===== src/rtl/truth_table_sweeper.sv =====
// rtl/truth_table_sweeper.sv - exhaustive truth-table sweep and check of a 1-output combinational block
// Optional macro TTS_STOP_ON_ERR_EN: end the sweep at the first mismatch.
module truth_table_sweeper #(
  parameter int                 N_IN   = 4,
  parameter logic [2**N_IN-1:0] TRUTH  = '0,
  parameter int                 SETTLE = 1,
  parameter int                 ERR_W  = 8
) (
  input  logic             clk,
  input  logic             rst,
  input  logic             start,
  input  logic             dut_f,
  output logic [N_IN-1:0]  vec_out,
  output logic             busy,
  output logic             done,
  output logic             pass,
  output logic [ERR_W-1:0] err_count,
  output logic [N_IN-1:0]  first_err_vec,
  output logic             first_err_vld
);

  typedef enum logic [1:0] {S_IDLE, S_HOLD, S_CHECK, S_DONE} state_t;

  // With SETTLE=0 there is no hold phase, so every vector starts directly in CHECK.
  localparam state_t           VEC_ENTRY = (SETTLE > 0) ? S_HOLD : S_CHECK;
  localparam logic [3:0]       HOLD_LAST = 4'((SETTLE > 0) ? SETTLE - 1 : 0);
  localparam logic [N_IN-1:0]  VEC_LAST  = '1;
  localparam logic [N_IN-1:0]  VEC_ONE   = 1;
  localparam logic [ERR_W-1:0] ERR_MAX   = '1;
  localparam logic [ERR_W-1:0] ERR_ONE   = 1;

  state_t           state_q, state_d;
  logic [3:0]       hold_cnt_q, hold_cnt_d;
  logic [N_IN-1:0]  vec_out_q, vec_out_d;
  logic             busy_q, busy_d;
  logic             done_q, done_d;
  logic             pass_q, pass_d;
  logic [ERR_W-1:0] err_count_q, err_count_d;
  logic [N_IN-1:0]  first_err_vec_q, first_err_vec_d;
  logic             first_err_vld_q, first_err_vld_d;

  logic             mismatch;
  logic             stop_early;

  always_comb begin
    state_d         = state_q;
    hold_cnt_d      = hold_cnt_q;
    vec_out_d       = vec_out_q;
    busy_d          = busy_q;
    done_d          = done_q;
    pass_d          = pass_q;
    err_count_d     = err_count_q;
    first_err_vec_d = first_err_vec_q;
    first_err_vld_d = first_err_vld_q;

    mismatch = (dut_f != TRUTH[vec_out_q]);
`ifdef TTS_STOP_ON_ERR_EN
    stop_early = mismatch;
`else
    stop_early = 1'b0;
`endif

    case (state_q)
      S_IDLE, S_DONE: begin
        if (start) begin
          state_d         = VEC_ENTRY;
          hold_cnt_d      = '0;
          vec_out_d       = '0;
          busy_d          = 1'b1;
          done_d          = 1'b0;
          pass_d          = 1'b0;
          err_count_d     = '0;
          first_err_vec_d = '0;
          first_err_vld_d = 1'b0;
        end
      end
      S_HOLD: begin
        if (hold_cnt_q == HOLD_LAST) begin
          state_d    = S_CHECK;
          hold_cnt_d = '0;
        end else begin
          hold_cnt_d = hold_cnt_q + 4'd1;
        end
      end
      S_CHECK: begin
        if (mismatch) begin
          if (err_count_q != ERR_MAX) err_count_d = err_count_q + ERR_ONE;
          if (!first_err_vld_q) begin
            first_err_vec_d = vec_out_q;
            first_err_vld_d = 1'b1;
          end
        end
        if (vec_out_q == VEC_LAST || stop_early) begin
          state_d = S_DONE;
          busy_d  = 1'b0;
          done_d  = 1'b1;
          pass_d  = (err_count_d == '0);
        end else begin
          state_d    = VEC_ENTRY;
          hold_cnt_d = '0;
          vec_out_d  = vec_out_q + VEC_ONE;
        end
      end
      default: state_d = S_IDLE;
    endcase
  end

  always_ff @(posedge clk) begin
    if (rst) begin
      state_q         <= S_IDLE;
      hold_cnt_q      <= '0;
      vec_out_q       <= '0;
      busy_q          <= 1'b0;
      done_q          <= 1'b0;
      pass_q          <= 1'b0;
      err_count_q     <= '0;
      first_err_vec_q <= '0;
      first_err_vld_q <= 1'b0;
    end else begin
      state_q         <= state_d;
      hold_cnt_q      <= hold_cnt_d;
      vec_out_q       <= vec_out_d;
      busy_q          <= busy_d;
      done_q          <= done_d;
      pass_q          <= pass_d;
      err_count_q     <= err_count_d;
      first_err_vec_q <= first_err_vec_d;
      first_err_vld_q <= first_err_vld_d;
    end
  end

  assign vec_out       = vec_out_q;
  assign busy          = busy_q;
  assign done          = done_q;
  assign pass          = pass_q;
  assign err_count     = err_count_q;
  assign first_err_vec = first_err_vec_q;
  assign first_err_vld = first_err_vld_q;

endmodule


===== config.mk =====
export PLATFORM = sky130hd
export DESIGN_NAME = truth_table_sweeper
export DESIGN_NICKNAME = d
export VERILOG_FILES = /design/src/rtl/truth_table_sweeper.sv
export SDC_FILE = /design/constraint.sdc
export NUM_CORES = 1
export LEC_CHECK = 0
export BUFFER_PORTS_ARGS = -buffer_cell sky130_fd_sc_hd__buf_2
export CORE_ASPECT_RATIO = 0.5
export CORE_MARGIN = 2
export CORE_UTILIZATION = 50
export CTS_CLUSTER_SIZE = 24
export DETAILED_ROUTE_END_ITERATION = 16
export GPL_ROUTABILITY_DRIVEN = 0
export PLACE_DENSITY_LB_ADDON = 0.25
export SLEW_MARGIN = 30
export SYNTH_ARGS = -nofsm -noshare
export SYNTH_HDL_FRONTEND = slang
export SYNTH_SLANG_ARGS = --single-unit
export TNS_END_PERCENT = 1

===== constraint.sdc =====
create_clock -name clk -period 2.55 [get_ports clk]
set_clock_uncertainty 0.2 [all_clocks]
set_input_delay 0.1275 -clock clk [delete_from_list [all_inputs] [get_ports clk]]
set_output_delay 0.1275 -clock clk [all_outputs]
set_load 0.05 [all_outputs]

### Word-level counts from Yosys, hierarchy flattened

Memory sizes are Yosys's and may differ from the RTL's. A register that Yosys moved wholly into a read port is not among the register bits.
Cells that the tools add are included.
Widths: inputs -> output; s select.

| storage, ports and cells | value |
|---|---|
| flip-flop bits (word level) | 26 |
| ROM bits | 16 |
| input port bits | 4 |
| logic and storage cells | 69 |
| memories kept | 1 |

| operators by class | value |
|---|---|
| $add $sub $neg | 3 |
| order comparisons | 1 |
| equal/unequal tests | 12 |
| multiplexer cells | 31 |
| reduce and logical (&&, ||, !) cells | 12 |

Memories:

| name | depth | width | read ports | clocked after Yosys merged registers in | wr ports | RTL line | text |
|---|---|---|---|---|---|---|---|
| (no name shown) | 16 | 1 | 1 | 1 | 0 | 56 | `mismatch = (dut_f != TRUTH[vec_out_q]);` |

Operators with widths:

| cell | count |
|---|---|
| $mux 4 | 8 |
| $mux 8 | 4 |
| $pmux 4 s2 | 2 |
| $pmux 8 s2 | 1 |
| $ne 2x2->1 const B | 6 |
| $pmux 4 s3 | 1 |
| $reduce_and 3->1 | 3 |
| $add 4x1->4 const B | 2 |
| $add 8x1->8 const B | 1 |
| $logic_not 8->1 | 1 |
| $ne 8x8->1 const B | 1 |
| $pmux 1 s2 | 4 |
| $mux 1 | 7 |
| $mux 2 | 3 |
| $pmux 2 s3 | 1 |
| $reduce_and 2->1 | 3 |
| $lt 4x5->1 const B | 1 |
| $eq 2x2->1 const B | 2 |
| $eq 4x4->1 const B | 1 |
| $logic_not 4->1 | 1 |
| $reduce_and 4->1 | 1 |
| $eq 2x1->1 const B | 1 |
| $logic_not 2->1 | 1 |
| $reduce_bool 2->1 | 1 |
| 2 further kinds | 2 |

### Longest topological paths before layout

| logic depth | value |
|---|---|
| depth after elaboration | 8 |
| mapped depth | 8 |
| depth with buffers taken out | 7 |

### Worst setup path after synthesis

OpenSTA, ideal clock, no wires.

| timing | value |
|---|---|
| kind | register to register |
| from | register vec_out_q[0] (netlist: vec_out[0]) |
| to | register pass_q (netlist: pass) |
| setup time | 0.057 ns |
| arrival time | 2.037 ns |
| path slack | 0.256 ns |
| cell stages (with the launch flop) | 6 |
| path buffers | 0 |
| period minus slack after synthesis | 2.294 ns |
| cell sequence | dfxtp_1 > ha_1 > nand3_2 > or4_4 > a2111oi_2 > a21o_1 |

| on the way | value |
|---|---|
| cells in the longest elaborated chain, start to end | 3 |

RTL lines:

| what | RTL line | text |
|---|---|---|
| start: declaration | 34 | `logic [N_IN-1:0] vec_out_q, vec_out_d;` |
| start signal: assignment | 122 | `vec_out_q <= vec_out_d;` |
| $eq 4x4->1 | 93 | `if (vec_out_q == VEC_LAST \|\| stop_early) begin` |
| $ne 2x2->1 (no line) | -- |  |
| $reduce_and 3->1 (no line) | -- |  |
| end signal: assignment | 125 | `pass_q <= pass_d;` |
| end: declaration | 37 | `logic pass_q, pass_d;` |

Every way passes these cells.
A chain may end at the register's enable or synchronous reset.

### Final worst setup path

| timing | value |
|---|---|
| from | register state_q[0] |
| to | register pass_q (netlist: pass) |

| on the way | value |
|---|---|
| cells in the longest elaborated chain, start to end | 4 |
| elaborated cells between the ends (all ways) | 9 |
| classes of those cells | eq/ne: 4; mux: 1; reduce/logical: 4 |

RTL lines:

| what | RTL line | text |
|---|---|---|
| start: declaration | 32 | `state_t state_q, state_d;` |
| start signal: assignment | 120 | `state_q <= state_d;` |
| $eq 2x2->1 / $logic_not 2->1 (equally long branches) | 63 | `case (state_q)` |
| $reduce_or 2->1 | 63 |  |
| $ne 2x2->1 (no line) / $reduce_bool 2->1 (equally long branches) | -- |  |
| $reduce_and 3->1 (no line) | -- |  |

Several ways; a longest one is shown, not always the timed one.

==> reports/results.ini <==
[status]
run_status=completed

[clocking]
cts_hold_buf=0
post_cts_resized=0
clk_pin_slew_ns=0.09
cts-htree-levels=1
numCtsBuffers=3
post-cts-setup-buffer-count=0
cts_max_path_buffers=2
cts_tree=built
clock_latency_ns=0.27
cts_root_buffer=clkbuf_8
clock_sinks=26

[timing]
setup_violations=0
slew_viol_final=0
finalWorstSetupSlack_ns=0.2210
tns_ns=0
min_period_ns=2.329
hold_violations=0
finalCritPeriodShare_pct=91.34
maxSlewHeadroom_pct=50.76
rsz0062_at_grt=no
worst_pin_slew_ns=0.7324
fmax_mhz=429.4

[finish]
stdcell_area_um2=1614
layout.cells.non_filler=236
multi_input_area_um2=839.6
syn_to_final_growth_pct=12.86
drive_gt1_share_pct=18.59
num_antenna_cells=0
num-fill-cells=248
num-nets-final=211
area.sequential_um2=520.5
mostFrequentLayoutCells=nor2_1 (28), dfxtp_1 (26), a21oi_1 (23), buf_2 (23), nand2_1 (11)
final_common_cell=nor2_1

[power_and_ir_drop]
power.internal_uw=598.1
peakVddDrop_v=0.0003581
p_leak_nw=0.6758
clkPwrFrac_pct=31.6
power_density_nw_per_um2=520.3
power.switching_uw=241.7
switching_share_pct=28.78
power_frac_comb_pct=18.2
p_seq_share_pct=50.1

[worst_setup_path]
cp-start-kind=flop
setup.worst_path.class=flop to flop
critPathCaptureType=flop
slowest_stage=or4_4
cp_data_required_time_ns=2.57
worstPathCellList=inv_1 > ha_1 > nand2b_4 > nand2_4 > or4_4 > a2111oi_2 > a21o_1
slowest_delay_ns=0.53
path_max_fanout=13
cp_data_arrival_time_ns=2.35

[global_route]
grt_max_degree=25
grt_overflow=0
antenna_found_initial=0
grt_pass1_vias=1158
grt_usage_pct=19.16
grt_pass1_wl_mm=5.106

[drt]
wl_per_cell_um=13.13
ant_nets=0
wl_met2_mm=1.459
via_per_inst=5.729
wl_mm=3.098
dr_wl_met3_um=114
top_layer=met4
drc=0
wl_met1_mm=1.513
routed-via-count=1352
drt_first_iter_violations=47
firstDrtPassIters=4

[logic_synthesis]
yosysUniqueCellTypes=43
avgSynthCellArea_um2=7.990
synth-seq-area-share_pct=36.40
ys_warn_count=0
ys_ff_latch=26
ys.flop_type=dfxtp_1
syn_area_um2=1430
synth_edf_count=0
syn_nets=190
syn-instance-count=179
async_reset_ff_share_pct=0

[placed_design]
place_inst=232
dpl-instance-area_um2=1559
port_buffers=23
dpl.hpwl_mm=2.241
pre_cts_slack_ns=0.2310

[hold_path]
hp-class=input port to flop

[job]
cap_viol_max_count=0

[floorplan]
die_width_um=79.64
initial_utilization_pct=53.94
core_area_um2=2651
die_area_um2=3330
die_h_um=41.82
io_pins=24
rows=13

-- kinds of logic (layout without fill, tap and decap cells) --
family,after synthesis,in the layout,share of synthesized area (%)
xor gates and xnor gates,2,2,1.225
muxes,1,1,0.7873
DFF,26,26,36.40
adders and majority gates,7,7,6.124
buffers and inverters,16,36,4.899
and+or+nand+nor,71,71,25.72
AOI/OAI and AO/OA,56,56,24.85
-- stage by stage --
step	utilization [%]	total power, mW	hold WS (ns)
global placement	58.80	0.5788	0.2481
global route	60.88	0.8899	0.08160
CTS	60.88	0.8489	0.03504
detailed placement	58.80	0.5811	0.2574
floorplan	-	0.5443	-0.0003622
finish	60.88	0.8398	0.03636
-- cell usage after synthesis (4+ instances only) --
master | instances | share of area [%]
nor2_1 | 28 | 7.3
dfxtp_1 | 26 | 36
a21oi_1 | 23 | 8.0
nand2_1 | 11 | 2.9
a22oi_1 | 8 | 4.2
ha_1 | 7 | 6.1
inv_1 | 7 | 1.8
nor3_1 | 6 | 2.1
nand3_1 | 5 | 1.7
o21ai_0 | 5 | 1.7
clkbuf_1 | 4 | 1.0
-- final cells by class --
type | instances | area share (%)
repair buffers | 24 | 7.597
well taps | 37 | 2.868
flip-flops and latches | 26 | 32.25
clock buffers | 4 | 3.411
multi-input cells | 137 | 52.02
inverters | 8 | 1.860
-- power by group through the flow --
stage	clock (mW)	sequential (mW)	combinational [mW]
finish	0.266	0.421	0.153
global route	0.297	0.422	0.171
CTS	0.277	0.421	0.151
detailed placement	0	0.430	0.151
global placement	0	0.429	0.149
floorplan	0	0.441	0.103
-- path summary, 6_finish.rpt --
kind                                              start                         end  slack [ns]  depth (start not counted)
worst max register to register  state_q[0]$_SDFFE_PP0P_           pass$_SDFFE_PP0P_        0.22                          7
worst max-delay path            state_q[0]$_SDFFE_PP0P_           pass$_SDFFE_PP0P_        0.22                          7
worst min register to register        done$_SDFFE_PP0P_           done$_SDFFE_PP0P_        0.28                          2
worst min-delay path                              dut_f  first_err_vld$_SDFFE_PP0P_        0.04                          3
-- state kept, by name, indices dropped and copies added (netlist names) --
register,flops
err_count,8
first_err_vec,4
hold_cnt_q,4
vec_out,4
state_q,2
busy,1
done,1
first_err_vld,1
pass,1
-- layer usage --
metal  GRT usage [%]  vias to the layer above
met5               0                        -
met4           3.448                        0
met3           6.087                        2
met2           31.60                       21
met1           24.93                      641
li1                -                      688
-- critical path: cells and delay by family (launching register included) --
family	cells	cell delay, ns
compound gates	2	0.44
fa+ha+maj	1	0.39
buf+inv	1	0.06
flops	1	0.38
simple gates	3	0.82
Power figures use the tool's default switching activity.
